--- config.mk ---
export PLATFORM = sky130hd
export DESIGN_NAME = cpu_instr_seq
export DESIGN_NICKNAME = d
export VERILOG_FILES = /design/src/rtl/cpu_instr_seq.sv
export SDC_FILE = /design/constraint.sdc
export NUM_CORES = 1
export LEC_CHECK = 0
export CAP_MARGIN = 20
export CORE_AREA = 5 5 96 98
export DETAILED_ROUTE_END_ITERATION = 7
export DIE_AREA = 0 0 101 103
export PLACE_DENSITY = 0.85
export SLEW_MARGIN = 20
export SYNTH_ARGS = -nofsm -noshare
export SYNTH_HDL_FRONTEND = slang
export SYNTH_SLANG_ARGS = --single-unit
--- constraint.sdc ---
create_clock -name clk -period 5.5 [get_ports clk]
set_clock_uncertainty 0.1 [all_clocks]
set_input_delay 0.55 -clock clk [delete_from_list [all_inputs] [get_ports clk]]
set_output_delay 0.55 -clock clk [all_outputs]
set_load 0.01 [all_outputs]
--- src/rtl/cpu_instr_seq.sv ---
// cpu_instr_seq: instruction fetch/decode/sequencer with program counter and branch evaluation
module cpu_instr_seq #(
  parameter int ADDR_W = 16,
  parameter logic [ADDR_W-1:0] RESET_PC = '0
) (
  input  logic              clk,
  input  logic              reset,
  input  logic [15:0]       Din,
  output logic              done,
  output logic              RW,
  output logic [ADDR_W-1:0] Address,
  output logic [15:0]       Dout,
  input  logic [15:0]       dp_addr,
  input  logic [15:0]       dp_store_data,
  input  logic              flag_z,
  input  logic              flag_n,
  input  logic              flag_o,
  output logic [3:0]        alu_op,
  output logic [2:0]        sel_a,
  output logic [2:0]        sel_b,
  output logic [2:0]        wr_addr,
  output logic [15:0]       imm,
  output logic [1:0]        wb_src,
  output logic              wr_en,
  output logic [15:0]       load_data
);
  typedef enum logic [2:0] {S_RST, S_FETCH, S_DECODE, S_EXEC, S_MEM, S_WB} state_t;
  state_t state, next_state;
  logic [ADDR_W-1:0] pc, fa, br_target;
  logic [15:0] ir;
  logic [3:0] op;
  logic is_alu, is_ldi, is_ld, is_st, is_br, taken;
  assign op        = ir[15:12];
  assign is_alu    = op <= 4'd6;
  assign is_ldi    = op == 4'hA;
  assign is_ld     = op == 4'h8;
  assign is_st     = op == 4'h9;
  assign is_br     = op[3:2] == 2'b11;
  assign taken     = (op == 4'hC && flag_z) || (op == 4'hD && flag_n) || (op == 4'hE && flag_o) || op == 4'hF;
  assign br_target = fa + {{(ADDR_W-12){ir[11]}}, ir[11:0]};
  // state register; reset aborts any instruction in flight
  always_ff @(posedge clk or posedge reset) begin
    if (reset) state <= S_RST;
    else state <= next_state;
  end
  // fetch capture, PC update, branch redirect and load data capture
  always_ff @(posedge clk or posedge reset) begin
    if (reset) begin
      pc <= RESET_PC;
      fa <= RESET_PC;
      ir <= '0;
      load_data <= '0;
    end else begin
      if (state == S_FETCH) begin
        ir <= Din;
        fa <= pc;
        pc <= pc + 1'b1;
      end
      if (state == S_EXEC && is_br && taken) pc <= br_target;
      if (state == S_MEM && is_ld) load_data <= Din;
    end
  end
  // next-state sequencing: memory ops take the MEM detour, loads also WB
  always_comb begin
    next_state = S_FETCH;
    case (state)
      S_RST:    next_state = S_FETCH;
      S_FETCH:  next_state = S_DECODE;
      S_DECODE: next_state = S_EXEC;
      S_EXEC:   next_state = (is_ld || is_st) ? S_MEM : S_FETCH;
      S_MEM:    next_state = is_ld ? S_WB : S_FETCH;
      default:  next_state = S_FETCH;
    endcase
  end
  // bus and datapath strobes decoded from state and the held instruction
  always_comb begin
    done    = state == S_FETCH;
    RW      = !(state == S_MEM && is_st);
    Address = state == S_MEM ? dp_addr[ADDR_W-1:0] : pc;
    Dout    = (state == S_MEM && is_st) ? dp_store_data : 16'h0000;
    wr_en   = (state == S_EXEC && (is_alu || is_ldi)) || state == S_WB;
    wb_src  = state == S_WB ? 2'd2 : (state == S_EXEC && is_ldi) ? 2'd1 : 2'd0;
    alu_op  = op;
    sel_a   = ir[8:6];
    sel_b   = ir[5:3];
    wr_addr = ir[11:9];
    imm     = {7'b0, ir[8:0]};
  end
endmodule

==> results of run 1 <==
## registers in the layout, summed over array words and instances (netlist names)
name / flops
pc: 16
ir: 16
load_data: 16
state: 3
fa: 16
## per-stage QoR
step	setup slack, ps	power (mW)	utilization, %	area (um^2)
after floorplan	3040	1.97	-	3990
after global placement	2490	2.52	62.8	5260
after detailed placement	2320	2.59	62.8	5260
after CTS	1940	3.06	65.5	5490
after global routing	1790	3.30	65.5	5490
final	1980	3.06	65.5	5490
## metal layers
layer	routed length (um)	share of wire, %	vias to the layer above	GRT usage (%)
li1	-	-	1712	-
met1	4360	41	1696	25.8
met2	5450	51	125	35.7
met3	692	6.5	12	6.43
met4	136	1.3	0	5.52
met5	0	0	-	0
## final timing paths
path / endpoint / from / depth (start not counted)
worst max-delay path: Dout[2] / state[0] / 5
worst min-delay path: fa[3] / fa[3] / 2
worst max register to register: pc[12] / ir[0] / 8
worst min register to register: fa[3] / fa[3] / 2
max in group asynchronous: pc[2] / reset / 3
min in group asynchronous: ir[9] / reset / 2
## power groups by stage
stage	clock network, mW	logic [mW]	registers (mW)
finish	0.458	1.68	0.924
CTS	0.467	1.68	0.917
global placement	0	1.61	0.912
detailed placement	0	1.67	0.923
global route	0.492	1.86	0.954
floorplan	0	1.07	0.901
## tightest hold or removal path: cells and delay by family, from the launching register on
family,cells,cell delay [ps]
DFF,1,350
and+or+nand+nor,2,100
## final cells by class
cell class,count,share of cell area (%)
clock buffer,9,2.26
clock inverter,7,1.85
inverter,5,0.342
multi-input combinational,341,38.8
sequential,67,30.6
tap,108,2.46
timing repair buffer,131,23.7
## kinds of logic (layout without fill, tap and decap cells)
| family | Yosys count | after routing |
|---|---|---|
| compound gates | 66 | 66 |
| xor+xnor | 21 | 21 |
| fa+ha+maj | 17 | 17 |
| buf+inv | 35 | 152 |
| flops | 67 | 67 |
| mux | 30 | 30 |
| other cells | 1 | 7 |
| simple gates | 200 | 200 |
## synth_stat cells, drive strengths merged, types with 5 or more instances
| library cell | number | share of area [%] |
|---|---|---|
| clkbuf | 8 | 0.76 |
| ha | 16 | 5.0 |
| a211oi | 5 | 0.95 |
| xnor2 | 11 | 2.4 |
| a21oi | 20 | 2.5 |
| buf | 22 | 3.6 |
| o21ai | 14 | 1.8 |
| nand3 | 7 | 0.88 |
| xor2 | 10 | 2.2 |
| nor2 | 20 | 1.9 |
| mux2 | 30 | 8.5 |
| nand2 | 115 | 11 |
| inv | 5 | 0.47 |
| nor3 | 8 | 1.0 |
| and2 | 17 | 2.7 |
| a21o | 8 | 1.5 |
| dfrtp | 67 | 42 |
==> impl_metrics.yaml, run 1 <==
setup_path:
  crit_chain: "nor3b_2 > buf_4 > and4bb_2 > and2_1 > clkdlybuf4s50_1"
  crit_type: "flip-flop to output pin"
  critPathTopFamily: "simple AND/OR/NAND/NOR gates"
  worst-path-max-fanout: 17
  crit_required_ps: 4850
  cp_slowest_cell: "nor3b_2"
  slowest_delay_ps: 580
  cp_num_buf_inv: 2
  start_kind: "flip-flop"
  worst_setup_path_end_kind: "output pin"
  crit_arrival_ps: 2870
  r2r_slack_ps: 2650
power:
  switching_share_pct: 42.0
  sequentialPowerShare_pct: 30.2
  net-switching-power_mw: 1.29
  pwr-share-comb_pct: 54.8
  internal-power_mw: 1.77
  vdd_drop_max_v: 0.000310
  p_per_area_mw_per_mm2: 558
  clockPowerShare_pct: 15.0
  p_leak_nw: 2.44
yosys:
  synth-simple-area-share_pct: 23.7
  synthFlopType: "dfrtp_1"
  synth-xor-area-share_pct: 4.63
  yosysWarnings: 0
  synth_fa_ha_area_share_pct: 5.55
  synth-edff-count: 0
  synth_top_family_by_area: "simple AND/OR/NAND/NOR gates"
  ys_ff_latch: 67
  synth-compound-area-share_pct: 10.5
  synth_cell_type_count: 49
  synth.avg_cell_area_um2: 9.08
  netlist_area_mm2: 0.00397
  seq_area_frac_synth_pct: 42.2
  syn_inst: 437
  synth_mux_area_share_pct: 8.51
  async_flop_share_pct: 100
timing:
  finalHoldViolCount: 0
  slew_headroom_pct: 48.2
  final.setup.tns_ps: 0
  grt_setup_unrepaired: "false"
  holdWs_ps: 380
  finalMaxSlewViolations: 0
  worst_pin_slew_ps: 777
  fmax_ghz: 0.284
  period_share_pct: 64.0
  finalSetupViolCount: 0
  period_needed_ps: 3520
clock_network:
  cts_sinks: 67
  cts_tree: "yes"
  cts_resized: 0
  cts-root-buf: "clkbuf_8"
  clk_latency_ps: 340
  htree_levels: 3
  cts_made_buffers: 9
  clkTransAtPathRegs_ps: 70
  cts_setup_buffers: 0
  cts_max_path_buffers: 2
  cts_hold_buf: 0
floorplan:
  dieArea_mm2: 0.0104
  ios: 135
  die_x_um: 101
  coreArea_mm2: 0.00838
  die_h_um: 103
  rows: 34
  start_util_pct: 47.4
finish:
  final_cell_mix: "clkdlybuf4s50_1 (127), nand2_1 (115), dfrtp_1 (67), mux2_2 (28)"
  multi_input_area_mm2: 0.00213
  layout.cells.most_common: "clkdlybuf4s50_1"
  register_area_mm2: 0.00168
  stdcell_count: 668
  antennaDiodeCount: 0
  layout-drive-gt1-share_pct: 10.5
  finalNetCount: 625
  areaGrowthSynthToFinish_pct: 38.2
  fillers: 646
routing:
  drt_iter0_markers: 201
  via_per_inst: 5.31
  totalWireLength_mm: 10.6
  vias: 3545
  route.detailed.drc: 0
  wl_per_cell_um: 15.9
  dr.pass1.iters: 5
  ant_nets: 0
global_route:
  track_usage_pct: 20.9
  grt_overflow_total: 0
  antenna_found_initial: 0
  grt_start_max_net_pins: 45
  grt_pass1_vias: 3512
  grt_pass1_wl_mm: 17.1
run_status:
  status: "complete, no violations"
placed_design:
  dp_hpwl_mm: 7.86
  gp_congestion: 0.835
  numPortBuffers: 127
  place_inst: 652
hold_path:
  worstHoldPathType: "flip-flop to flip-flop"
flow_run:
  maxCapViolCount: 0
No activity file was read; power rests on OpenSTA's default activity.
==> inputs of run 2 (changes only) <==
Settings changed: CORE_AREA 5 5 96 98 to 5 5 99 101, DIE_AREA 0 0 101 103 to 0 0 104 106, PLACE_DENSITY 0.85 to 0.8.
Clock period 5.5 ns to 3.24 ns, I/O delays scaled along.
==> run 2 against run 1 <==
Compared with the run above:
- final cell count up 0.75%
- setup slack worse by 1700 ps
- sequential cell count unchanged
- combinational power up 70%
- die area up 6.0%
- critical path depth unchanged
- highest routed layer unchanged
- first-iteration DRC count down 7.0%
- power up 69%
- sequential share of layout area down 0.063 points
==> impl_metrics.yaml, run 2 (same netlist as run 1, synthesis figures left out) <==
clock_network:
  cts_hold_buf: 0
  htree_levels: 3
  clk_latency_ps: 360
  cts_setup_buffers: 0
  cts_tree: "yes"
  cts_resized: 0
  cts-root-buf: "clkbuf_8"
  clkTransAtPathRegs_ps: 80
  cts_max_path_buffers: 2
  cts_made_buffers: 9
  cts_sinks: 67
setup_path:
  crit_type: "flip-flop to output pin"
  timing.rr.end: "pc[12]"
  r2r_slack_ps: 490
  reg2reg_from: "ir[0]"
  crit_required_ps: 2820
  start_kind: "flip-flop"
  worst_setup_path_end_kind: "output pin"
  reg2reg_depth: 8
  crit_arrival_ps: 2490
  worst-path-max-fanout: 17
power:
  switching_share_pct: 42.8
  internal-power_mw: 2.95
  p_leak_nw: 2.45
  p_per_area_mw_per_mm2: 939
  net-switching-power_mw: 2.21
  pwr-share-comb_pct: 55.2
  vdd_drop_max_v: 0.000506
  clockPowerShare_pct: 14.3
  sequentialPowerShare_pct: 30.5
floorplan:
  start_util_pct: 44.4
  ios: 135
  die_x_um: 104
  dieArea_mm2: 0.0110
  rows: 35
  die_h_um: 106
  coreArea_mm2: 0.00893
global_route:
  track_usage_pct: 19.6
  grt_pass1_vias: 3602
  antenna_found_initial: 0
  grt_start_max_net_pins: 60
  grt_overflow_total: 0
  grt_pass1_wl_mm: 17.8
timing:
  slew_headroom_pct: 49.6
  holdWs_ps: 92.9
  grt_setup_unrepaired: "false"
  period_share_pct: 90.0
  finalMaxSlewViolations: 0
  final.setup.tns_ps: 0
  finalHoldViolCount: 0
  worst_pin_slew_ps: 756
  fmax_ghz: 0.343
  period_needed_ps: 2920
  finalSetupViolCount: 0
placed_design:
  numPortBuffers: 127
  gp_congestion: 0.850
  place_inst: 657
  dp_hpwl_mm: 7.94
run_status:
  status: "complete, no violations"
routing:
  totalWireLength_mm: 10.8
  route.detailed.drc: 0
  via_per_inst: 5.28
  dr.pass1.iters: 4
  ant_nets: 0
  vias: 3553
  drt_iter0_markers: 187
  wl_per_cell_um: 16.1
finish:
  antennaDiodeCount: 0
  finalNetCount: 627
  areaGrowthSynthToFinish_pct: 38.5
  layout.cells.most_common: "clkdlybuf4s50_1"
  stdcell_count: 673
  final_cell_mix: "clkdlybuf4s50_1 (127), nand2_1 (115), dfrtp_1 (67), mux2_2 (28)"
  layout-drive-gt1-share_pct: 10.9
flow_run:
  maxCapViolCount: 0
hold_path:
  worstHoldPathType: "input port to asynchronous set/reset pin"
[run 2: cell types whose count changed in the layout (fill, tap and decap cells not counted)]
cell        change
clkinvlp_4      -1
buf_4           +1
clkinv_4        -1
inv_6           +3
buf_12          +1
bufinv_16       -1
[run 2: power groups by stage]
stage | combinational, mW | clock [mW] | sequential, mW
floorplan | 1.82 | 0 | 1.53
global placement | 2.76 | 0 | 1.55
detailed placement | 2.84 | 0 | 1.57
CTS | 2.87 | 0.753 | 1.57
global route | 3.16 | 0.789 | 1.63
finish | 2.85 | 0.737 | 1.57
[run 2: worst max-delay path, stage by stage (launching register included)]
cell             delay [ps]
dfrtp_1                 460
nor3b_2                 230
buf_4                   260
and4bb_2                440
and2_1                  200
clkdlybuf4s50_1         540
[run 2: final cells by class]
type	instances	area (um^2)
clock inverters	7	81.3
well taps	111	139
clock buffers	9	124
repair buffers	133	1330
fillers	753	3440
multi-input cells	341	2130
inverters	5	18.8
flip-flops and latches	67	1680
[run 2: how the worst max path moves through the flow]
stage          cells past startpoint        to  startpoint
3_5_place_dp                       8    pc[12]       ir[0]
5_1_grt                            5  Dout[12]    state[0]
2_1_floorplan                      8    pc[12]       ir[0]
4_1_cts                            5  Dout[12]    state[0]
3_3_place_gp                       8    pc[12]       ir[0]
6_report                           5   Dout[5]    state[0]
[run 2: metrics by stage]
stage / utilization, % / worst slack (ps) / power, mW / cell area [um^2]
6_report: 61.5 / 324 / 5.16 / 5500
5_1_grt: 61.5 / 196 / 5.57 / 5500
4_1_cts: 61.5 / 289 / 5.19 / 5500
3_5_place_dp: 59.2 / 541 / 4.42 / 5290
3_3_place_gp: 59.2 / 627 / 4.31 / 5290
2_1_floorplan: - / 785 / 3.35 / 3990
[run 2: layer usage]
layer / share of wire, % / routed length [um] / track usage, %
met5: 0 / 0 / 0
met3: 6.0 / 652 / 4.43
met1: 41 / 4470 / 23.9
met4: 1.8 / 191 / 6.20
met2: 51 / 5500 / 34.4
